### config.mk
export PLATFORM = sky130hd
export DESIGN_NAME = breakout_ctrl
export DESIGN_NICKNAME = d
export VERILOG_FILES = /design/src/rtl/pong_pkg.sv /design/src/rtl/breakout_ctrl_bcd.sv /design/src/rtl/breakout_ctrl.sv
export SDC_FILE = /design/constraint.sdc
export NUM_CORES = 1
export LEC_CHECK = 0
export CAP_MARGIN = 10
export CORE_MARGIN = 3
export CORE_UTILIZATION = 50
export CTS_CLUSTER_DIAMETER = 120
export CTS_CLUSTER_SIZE = 12
export DETAILED_ROUTE_END_ITERATION = 10
export HOLD_SLACK_MARGIN = 0.08
export PLACE_DENSITY = 0.9
export SETUP_SLACK_MARGIN = 0.1
export SLEW_MARGIN = 25
export SYNTH_ARGS = -nofsm -noshare
export SYNTH_HDL_FRONTEND = slang
export SYNTH_SLANG_ARGS = --single-unit
export TNS_END_PERCENT = 20
### constraint.sdc
create_clock -name clk -period 2.9 [get_ports clk]
set_input_delay 0.435 -clock clk [delete_from_list [all_inputs] [get_ports clk]]
set_output_delay 0.435 -clock clk [all_outputs]
set_load 0.03 [all_outputs]
### src/rtl/pong_pkg.sv
// Shared encodings and timing constants for the breakout game controller.
package pong_pkg;

  typedef enum logic [2:0] {
    ST_NEWGAME = 3'd0,
    ST_PLAY    = 3'd1,
    ST_NEWBALL = 3'd2,
    ST_OVER    = 3'd3,
    ST_WIN     = 3'd4
  } state_t;

  localparam int DELAY_TICKS = 120;
  localparam int REFR_Y      = 481;
  localparam int MAX_X       = 640;
  localparam int MAX_Y       = 480;

endpackage

### src/rtl/breakout_ctrl_bcd.sv
// Two-digit BCD score counter; clr wins over inc, saturates at 99.
module bcd_score_cnt (
  input  logic       clk,
  input  logic       reset,
  input  logic       clr,
  input  logic       inc,
  output logic [3:0] d1,
  output logic [3:0] d0
);

  logic at_max;
  assign at_max = (d1 == 4'd9) && (d0 == 4'd9);

  always_ff @(posedge clk) begin
    if (!reset || clr) begin
      d1 <= '0;
      d0 <= '0;
    end else if (inc && !at_max) begin
      if (d0 == 4'd9) begin
        d0 <= '0;
        d1 <= d1 + 4'd1;
      end else begin
        d0 <= d0 + 4'd1;
      end
    end
  end

endmodule

### src/rtl/breakout_ctrl.sv
// Game sequencer downstream of the breakout graphics engine: edge-detects
// hit/miss, keeps score/balls/bricks and freezes the playfield outside PLAY.
module breakout_ctrl #(
  parameter int NUM_BRICKS  = 2,
  parameter int NUM_BALLS   = 3,
  parameter int DELAY_TICKS = pong_pkg::DELAY_TICKS,
  parameter int REFR_Y      = pong_pkg::REFR_Y
) (
  input  logic       clk,
  input  logic       reset,
  input  logic [4:0] btn,
  input  logic [9:0] pix_x,
  input  logic [9:0] pix_y,
  input  logic       hit,
  input  logic       miss,
  output logic       gra_still,
  output logic [3:0] score_d1,
  output logic [3:0] score_d0,
  output logic [1:0] balls_left,
  output logic [2:0] game_state
);
  import pong_pkg::*;

  localparam int BW = $clog2(NUM_BRICKS + 1);

  state_t          state_q, state_d;
  logic            hit_q, miss_q, hit_ev, miss_ev;
  logic [6:0]      timer_q;
  logic [1:0]      balls_q;
  logic [BW-1:0]   bricks_q;
  logic            refr_tick, press, in_play, win_ev, clr, still_d, timed_entry;

  assign refr_tick = (pix_y == 10'(REFR_Y)) && (pix_x == 10'd0);
  assign press     = |btn;
  assign in_play   = (state_q == ST_PLAY);
  assign win_ev    = hit_ev && (bricks_q == BW'(NUM_BRICKS - 1));
  // Reinit on the entry edge so NEWGAME already shows a clean board.
  assign clr       = (state_d == ST_NEWGAME);
  assign timed_entry = (state_d != state_q) &&
                       (state_d == ST_NEWBALL || state_d == ST_OVER || state_d == ST_WIN);

  // State register
  always_ff @(posedge clk) begin
    if (!reset) state_q <= ST_NEWGAME;
    else        state_q <= state_d;
  end

  // Next-state logic
  always_comb begin
    state_d = state_q;
    case (state_q)
      ST_NEWGAME: if (press) state_d = ST_PLAY;
      ST_PLAY: begin
        if (win_ev)       state_d = ST_WIN;
        else if (miss_ev) state_d = (balls_q == 2'd1) ? ST_OVER : ST_NEWBALL;
      end
      ST_NEWBALL: if (timer_q == 7'd0 && press) state_d = ST_PLAY;
      ST_OVER, ST_WIN: if (timer_q == 7'd0) state_d = ST_NEWGAME;
      default: state_d = ST_NEWGAME;
    endcase
  end

  // Output logic
  always_comb begin
    still_d    = (state_d != ST_PLAY);
    game_state = state_q;
    balls_left = balls_q;
  end

  always_ff @(posedge clk) begin
    if (!reset) gra_still <= 1'b1;
    else        gra_still <= still_d;
  end

  // Events are registered (one cycle) and only captured while playing.
  always_ff @(posedge clk) begin
    if (!reset) begin
      hit_q   <= 1'b0;
      miss_q  <= 1'b0;
      hit_ev  <= 1'b0;
      miss_ev <= 1'b0;
    end else begin
      hit_q   <= hit;
      miss_q  <= miss;
      hit_ev  <= hit & ~hit_q & in_play;
      miss_ev <= miss & ~miss_q & in_play;
    end
  end

  always_ff @(posedge clk) begin
    if (!reset)                 timer_q <= '0;
    else if (timed_entry)       timer_q <= 7'(DELAY_TICKS);
    else if (refr_tick && timer_q != 7'd0) timer_q <= timer_q - 7'd1;
  end

  always_ff @(posedge clk) begin
    if (!reset || clr) begin
      bricks_q <= '0;
      balls_q  <= 2'(NUM_BALLS);
    end else if (in_play) begin
      if (hit_ev)            bricks_q <= bricks_q + BW'(1);
      if (miss_ev && !win_ev) balls_q <= balls_q - 2'd1;
    end
  end

  bcd_score_cnt u_score (
    .clk   (clk),
    .reset (reset),
    .clr   (clr),
    .inc   (in_play & hit_ev),
    .d1    (score_d1),
    .d0    (score_d0)
  );

endmodule

# ---- After elaboration in Yosys (flattened, before gate mapping)
# Index checks and enable logic that the tools add are counted.
dict set report totals {
  ff_bits 27
  in_bits 29
  out_inout_bits 14
}
dict set report classes {
  add_sub_neg 5
  eq_ne 14
  muxes 10
  bitwise_logic 8
  reduce_logical 26
}
# operator n
set op_table {}
lappend op_table {{$mux 3} 5}
lappend op_table {{$mux 7} 2}
lappend op_table {{$eq 3x2->1 const B} 4}
lappend op_table {{$pmux 3 s4} 1}
lappend op_table {{$eq 10x9->1 const B} 1}
lappend op_table {{$logic_not 10->1} 1}
lappend op_table {{$add 4x1->4 const B} 2}
lappend op_table {{$eq 4x4->1 const B} 2}
lappend op_table {{$logic_and 1x1->1} 8}
lappend op_table {{$logic_not 7->1} 1}
lappend op_table {{$reduce_bool 7->1} 1}
lappend op_table {{$sub 7x1->7 const B} 1}
lappend op_table {{$eq 3x3->1 const B} 2}
lappend op_table {{$logic_not 3->1} 2}
lappend op_table {{$reduce_and 2->1} 3}
lappend op_table {{$and 1x1->1} 5}
lappend op_table {{$reduce_or 5->1} 1}
lappend op_table {{$eq 2x1->1 const B} 2}
lappend op_table {{$mux 4} 1}
lappend op_table {{$reduce_or 2->1} 2}
lappend op_table {{$eq 3x1->1 const B} 1}
lappend op_table {{$logic_not 1->1} 3}
lappend op_table {{$logic_or 1x1->1} 3}
lappend op_table {{$ne 3x1->1 const B} 1}
lappend op_table {{other kinds (6)} 8}

# ---- Depth between registers and ports, before layout
# Gate-level depths: netlist of the first run.
dict set report depth {
  ltp_word 10
  mapped_depth 8
  mapped_depth_nobuf 7
}

# ---- By module
# From an unflattened synthesis of the first run, not the netlist that was laid out.
dict set report hier_totals {
  cells_unflattened 159
  hier_area_um2 1411.4
}
# module instances cells_per_inst area_per_inst_um2 seq_area_each_um2
set modules_own_cells {}
lappend modules_own_cells {breakout_ctrl 1 113 985.9 380.4}
lappend modules_own_cells {bcd_score_cnt 1 46 425.4 160.2}

# ---- Worst setup path before layout of the first run
# OpenSTA, ideal clock, no wires.
dict set report synth_path {
  kind {input to register}
  from {input port pix_y[3]}
  to {register timer_q[1]}
  arrival_time_ns 1.808
  required_ns 2.836
  path_slack_ns 1.028
  cell_stages 5
  path_cell_list {nor4b_1 -> nand4_1 -> nor4_1 -> mux2_2 -> nor2_1}
}
dict set report synth_via {
  elab_chain_cells 3
}
# element line
set synth_rtl {}
lappend synth_rtl {{start: declaration} breakout_ctrl.sv:13} ;# input logic [9:0] pix_y,
lappend synth_rtl {{$eq 10x9->1} breakout_ctrl.sv:33} ;# assign refr_tick = (pix_y == 10'(REFR_Y)) && (pix_x == 10'd0);
lappend synth_rtl {{$logic_and 1x1->1} breakout_ctrl.sv:33}
lappend synth_rtl {{$logic_and 1x1->1} breakout_ctrl.sv:93} ;# else if (refr_tick && timer_q != 7'd0) timer_q <= timer_q - 7'd1;
lappend synth_rtl {{end signal: assignment} breakout_ctrl.sv:92} ;# else if (timed_entry) timer_q <= 7'(DELAY_TICKS);
lappend synth_rtl {{end signal: assignment} breakout_ctrl.sv:93}
lappend synth_rtl {{end: declaration} breakout_ctrl.sv:28} ;# logic [6:0] timer_q;
# No other way between the ends.
# A chain may end at the register's enable or synchronous reset.

# ---- Worst setup path in the final report of the first run
# Same ends and word-level chain as after synthesis.

==> reports/qor.txt, run 1 <==
Via/cell ratio -> 5.61
H-tree depth -> 1
Post-CTS setup buffer count -> 0
Pre-CTS setup slack -> 0.372 ns
Share of layout cells above drive strength 1 -> 9.60%
TritonCTS Sinks -> 27
Setup_tns -> 0 ns
Post-synth EDFFs -> 0
Hold_buf cts -> 0
Startpoint types -> primary input
Flop pwr share -> 59.6%
Wire length of the first global-routing pass -> 5.50 mm
Slew Limit Headroom -> 64.3%
Core footprint -> 2590 um2
Most frequent cells after synthesis -> dfxtp_1 (27), nor2_1 (21), inv_1 (13)
Post-synth top area share -> 38.3%
Yosys top cell by area -> dfxtp_1
R2R Setup Slk -> 0.94 ns
Fin cells -> 228
Worst hold path type -> reg2reg
Area grow syn2layout -> 32.9%
Worst Tran Pin Value -> 0.531 ns
Routed WL -> 3.20 mm
CP required -> 3.17 ns
CP Max Fanout -> 5
Cell variety after synth -> 47
Drt pass-1 iters -> 6
Yosys warns -> 0
Ports -> 43
Async SR Flop Fraction -> 0%
Vias in the first global route -> 1278
Sequential element share of the synthesized area -> 38.3%
P_int -> 0.492 mW
Hold Vio Cnt, Final -> 0
# Max-Cap Violations -> 0
Antenna Nets Post-Route -> 0
Buffers on Ports -> 42
Pin count of the biggest net entering global routing -> 16
Max rail drop VDD -> 0.000478 V
Combinational share of power -> 15.7%
Hpwl dp -> 2.59 mm
Main synth FF type -> dfxtp_1
Worst skew pair latency -> 0.33 ns
Total track usage -> 20.2%
Nets -> 233
ANT cells -> 0
Top-count cell post-synth -> dfxtp_1
Cell area after placement -> 1850 um2
Starting Density -> 54.5%
Power per standard cell area -> 347 nW/um2
Ranking of synthesized cells by area -> dfxtp_1 (38%), nor2_1 (5.6%), xnor2_1 (5.0%)
Seq cells post-synth -> 27
Synthesized net count -> 190
Sw Share -> 24.5%
Final instance area -> 1880 um2
Post-layout util -> 72.4%
RSZ-0062 raised after global routing -> false
Die W -> 59.1 um
Max clock buf depth -> 2
Die Height -> 59.1 um
Fin Clk Skew -> 0.00797 ns
Total CTS buffers -> 3
# setup viols final -> 0
Syn_area_per_cell -> 9.05 um2
Post-layout min period -> 2.18 ns
Clk root buf -> clkbuf_4
Mapped Cells -> 156
Final worst path period share -> 75.2%
Status -> finished clean
Post_cts resized -> 0
Antenna violations before repair -> 0
Inst Count DP -> 224
Synth Cell Area -> 1410 um2
Via count -> 1278
CTS tree -> built
Fmax -> 459 MHz
Die area -> 3500 um2
Sw Pwr -> 0.160 mW
Worst EP arrival -> 2.45 ns
CP Capture Type -> flip-flop
Crit Path Category -> in2reg
Initial detailed-routing violation count -> 69
# DRC -> 0
Final Slew Violations -> 0
Clk pwr share -> 24.6%
Pleak -> 0.676 nW
Gpl congestion -> 0.800
Row Count -> 18
GRT overflow -> 0
Detailed-route wire length per cell -> 14.0 um
Final worst setup slack -> 0.721 ns
Clk slew on worst S/H paths -> 0.14 ns
-- metrics by stage --
stage / hold slack, ns / total power [mW]
after global routing: 0.415 / 0.682
after CTS: 0.409 / 0.655
after global placement: 0.385 / 0.494
after detailed placement: 0.388 / 0.499
final: 0.402 / 0.651
after floorplan: 0.373 / 0.446
-- registers in the layout, summed over array words and instances (netlist names), 2 cells and up --
| register | flops |
|---|---|
| timer_q | 7 |
| u_score.d0 | 4 |
| u_score.d1 | 4 |
| game_state | 3 |
| balls_left | 2 |
| bricks_q | 2 |
-- worst max-delay path, stage by stage --
cell             delay [ns]
clkdlybuf4s50_1        0.41
nor4b_1                0.31
nand4_1                0.26
nor4_1                 0.57
mux2_2                 0.40
nor2_1                 0.07
-- power groups by stage --
stage | logic [mW] | clock network, mW | registers, mW
after global routing | 0.111 | 0.182 | 0.389
after CTS | 0.103 | 0.163 | 0.388
after floorplan | 0.0468 | 0 | 0.399
after global placement | 0.0988 | 0 | 0.395
final | 0.103 | 0.160 | 0.388
after detailed placement | 0.103 | 0 | 0.396
-- kinds of logic after synthesis --
group                      after synthesis  synth area share [%]
muxes                                    2                  1.51
buffers and inverters                   19                  6.03
DFF                                     27                  38.3
AOI/OAI and AO/OA                       25                  15.4
adders and majority gates                5                  4.43
xor gates and xnor gates                10                  6.21
and+or+nand+nor                         68                  28.1
-- final cells by class --
class	instances	area [um2]
sequential	27	541
timing repair buffer	44	435
inverter	13	48.8
clock buffer	3	22.5
tap	30	37.5
multi-input combinational	110	786
clock inverter	1	5.00
fill	194	714
-- placed cells by master, fill, tap and decap left out, drive strengths merged, types with 5 or more instances in the layout --
cell type and instances:
clkdlybuf4s50 42, dfxtp 27, nor2 21, inv 13
nand3 10, xnor2 8, nor4 8, nor3b 6
ha 5
-- layer usage --
layer	global-route usage (%)	share of wire, %	vias to the layer above
met2	35.8	53	39
li1	-	-	639
met4	4.85	1.4	0
met1	23.9	40	596
met3	5.88	4.8	4
met5	0	0	-
-- final timing paths --
check | cells after the start | end | start
worst max register to register | 6 | timer_q[1] | timer_q[0]
worst min register to register | 1 | miss_ev | miss_q
worst max-delay path | 6 | timer_q[1] | pix_y[3]
worst min-delay path | 1 | miss_ev | miss_q
Note: power is estimated with default switching activity, not from simulation.
==> run 2, diff against run 1 <==
CORE_UTILIZATION = 46   (was 50)
PLACE_DENSITY = 0.84   (was 0.9)
clock period = 2.1 ns   (was 2.9 ns; I/O delays follow)
==> run 2 against run 1 <==
  * Sequential power is 38% higher
  * Die area is 7.8% higher
  * Highest routed layer unchanged
  * Critical path type unchanged
  * Sequential cell count stayed put
==> reports/qor.txt, run 2 (synthesis gave the netlist of run 1 again) <==
Setup_tns -> 0 ns
Largest registers -> timer_q: 7 flops, u_score.d0: 4 flops, u_score.d1: 4 flops
CTS tree -> built
Hold path start -> hit_q
TritonCTS Sinks -> 27
Most frequent cells in the layout -> clkdlybuf4s50_1 (42), dfxtp_1 (27), nor2_1 (21), inv_1 (13), buf_4 (11)
Final instance area -> 1950 um2
Reg with most FFs -> timer_q
Inst Count DP -> 234
Antenna violations before repair -> 0
Area grow syn2layout -> 38.5%
Max rail drop VDD -> 0.000477 V
Clk slew on worst S/H paths -> 0.14 ns
Hpwl dp -> 2.64 mm
Pleak -> 0.727 nW
Detailed-route wire length per cell -> 13.8 um
Commonest non-fill, non-tap cell in the layout -> clkdlybuf4s50_1
Die W -> 61.4 um
R2R Path End -> u_score.d1[3]
Fmax -> 517 MHz
CP required -> 2.34 ns
Cell area after placement -> 1920 um2
Hold_buf cts -> 0
Final Slew Violations -> 0
Nets -> 242
Max reg flops -> 7
Ports -> 43
Fin cells -> 238
Drt pass-1 iters -> 4
ANT cells -> 0
CP Capture Type -> flip-flop
Fin Clk Skew -> 0.00793 ns
Worst EP arrival -> 2.17 ns
Pin count of the biggest net entering global routing -> 16
Routed WL -> 3.29 mm
Antenna Nets Post-Route -> 0
Row Count -> 19
Startpoint types -> primary input
Slew Limit Headroom -> 73.2%
H-tree depth -> 1
Clk root buf -> clkbuf_4
Hold Path End -> hit_ev
Starting Density -> 49.9%
Max clock buf depth -> 2
# Max-Cap Violations -> 0
Power per standard cell area -> 465 nW/um2
Via/cell ratio -> 5.53
Post-CTS setup buffer count -> 0
RSZ-0062 raised after global routing -> true
Fill count -> 242
Pre-CTS setup slack -> -0.197 ns
Worst hold path type -> reg2reg
Via count -> 1316
Final worst path period share -> 92.2%
Initial detailed-routing violation count -> 111
Die Height -> 61.4 um
Vias in the first global route -> 1315
Hold depth -> 1
Core footprint -> 2830 um2
# setup viols final -> 0
Total CTS buffers -> 3
R2R Setup Slk -> 0.22 ns
Buffers on Ports -> 42
Total track usage -> 19.2%
Worst Tran Pin Value -> 0.397 ns
Reg2reg path depth -> 7
Worst r2r src -> timer_q[2]
GRT overflow -> 0
Crit Path Category -> in2reg
Post-layout min period -> 1.94 ns
CP Max Fanout -> 2
Status -> finished clean
Final worst setup slack -> 0.165 ns
Share of layout cells above drive strength 1 -> 14.0%
Wire length of the first global-routing pass -> 5.49 mm
Die area -> 3770 um2
Worst skew pair latency -> 0.33 ns
Gpl congestion -> 0.817
Hold Vio Cnt, Final -> 0
# DRC -> 0
## run 2: changes by cell type in the layout (fill, tap and decap cells not counted)
cell    change
and3_1      -1
nor4_4      +1
and3_2      +1
buf_4       +9
nor4_2      -1
## run 2: stage by stage
stage | total power [mW] | hold WS, ns | utilization (%)
after global routing | 0.943 | 0.413 | 69.1
after detailed placement | 0.695 | 0.379 | 67.8
after CTS | 0.913 | 0.399 | 68.8
final | 0.908 | 0.398 | 69.1
after floorplan | 0.615 | 0.373 | -
after global placement | 0.689 | 0.377 | 67.8
## run 2: critical path, cell delays in order
cell	delay, ns
clkdlybuf4s50_1	0.42
or4_4	0.53
or4_1	0.43
nor4_2	0.21
nand3_1	0.13
o211a_1	0.15
## run 2: worst max path at each step
stage / slack [ns] / end / depth (start not counted) / from
after floorplan: 0.23 / u_score.d0[3] / 7 / game_state[2]
after detailed placement: -0.20 / timer_q[4] / 6 / pix_x[7]
after CTS: 0.16 / timer_q[4] / 6 / pix_x[7]
after global routing: 0.09 / timer_q[1] / 7 / timer_q[0]
final: 0.16 / timer_q[4] / 6 / pix_x[7]
after global placement: -0.11 / timer_q[4] / 6 / pix_x[7]
## run 2: repair_timing
action / in CTS / in global routing
gates resized for setup: 1 / 1
setup endpoints to repair: 3 / 5
cloned: 0 / 0
## run 2: metal layers
layer / wire length (um) / global-route usage, % / vias to the layer above
li1: - / - / 657
met1: 1330 / 22.0 / 619
met2: 1760 / 35.6 / 34
met3: 157 / 4.19 / 6
met4: 36 / 5.45 / 0
met5: 0 / 0 / -
## run 2: report_power, final
| part | total [mW] | switching, mW | internal [mW] | leakage, nW |
|---|---|---|---|---|
| combinational | 0.153 | 0.0626 | 0.0905 | 0.490 |
| clock | 0.222 | 0.150 | 0.0715 | 0.0177 |
| sequential | 0.534 | 0.00979 | 0.524 | 0.219 |
## run 2: area by class of cell
class,instances,area [um2],area share [%]
flip-flops and latches,27,541,27.7
clock buffers,3,22.5,1.15
inverters,13,48.8,2.50
well taps,31,38.8,1.98
repair buffers,53,503,25.7
clock inverters,1,5.00,0.256
multi-input cells,110,796,40.7
==> run 3, diff against run 2 <==
SLEW_MARGIN = default   (was 25)
==> results of run 3 <==
Final layout, timing and power as in run 2 (identical DEF).
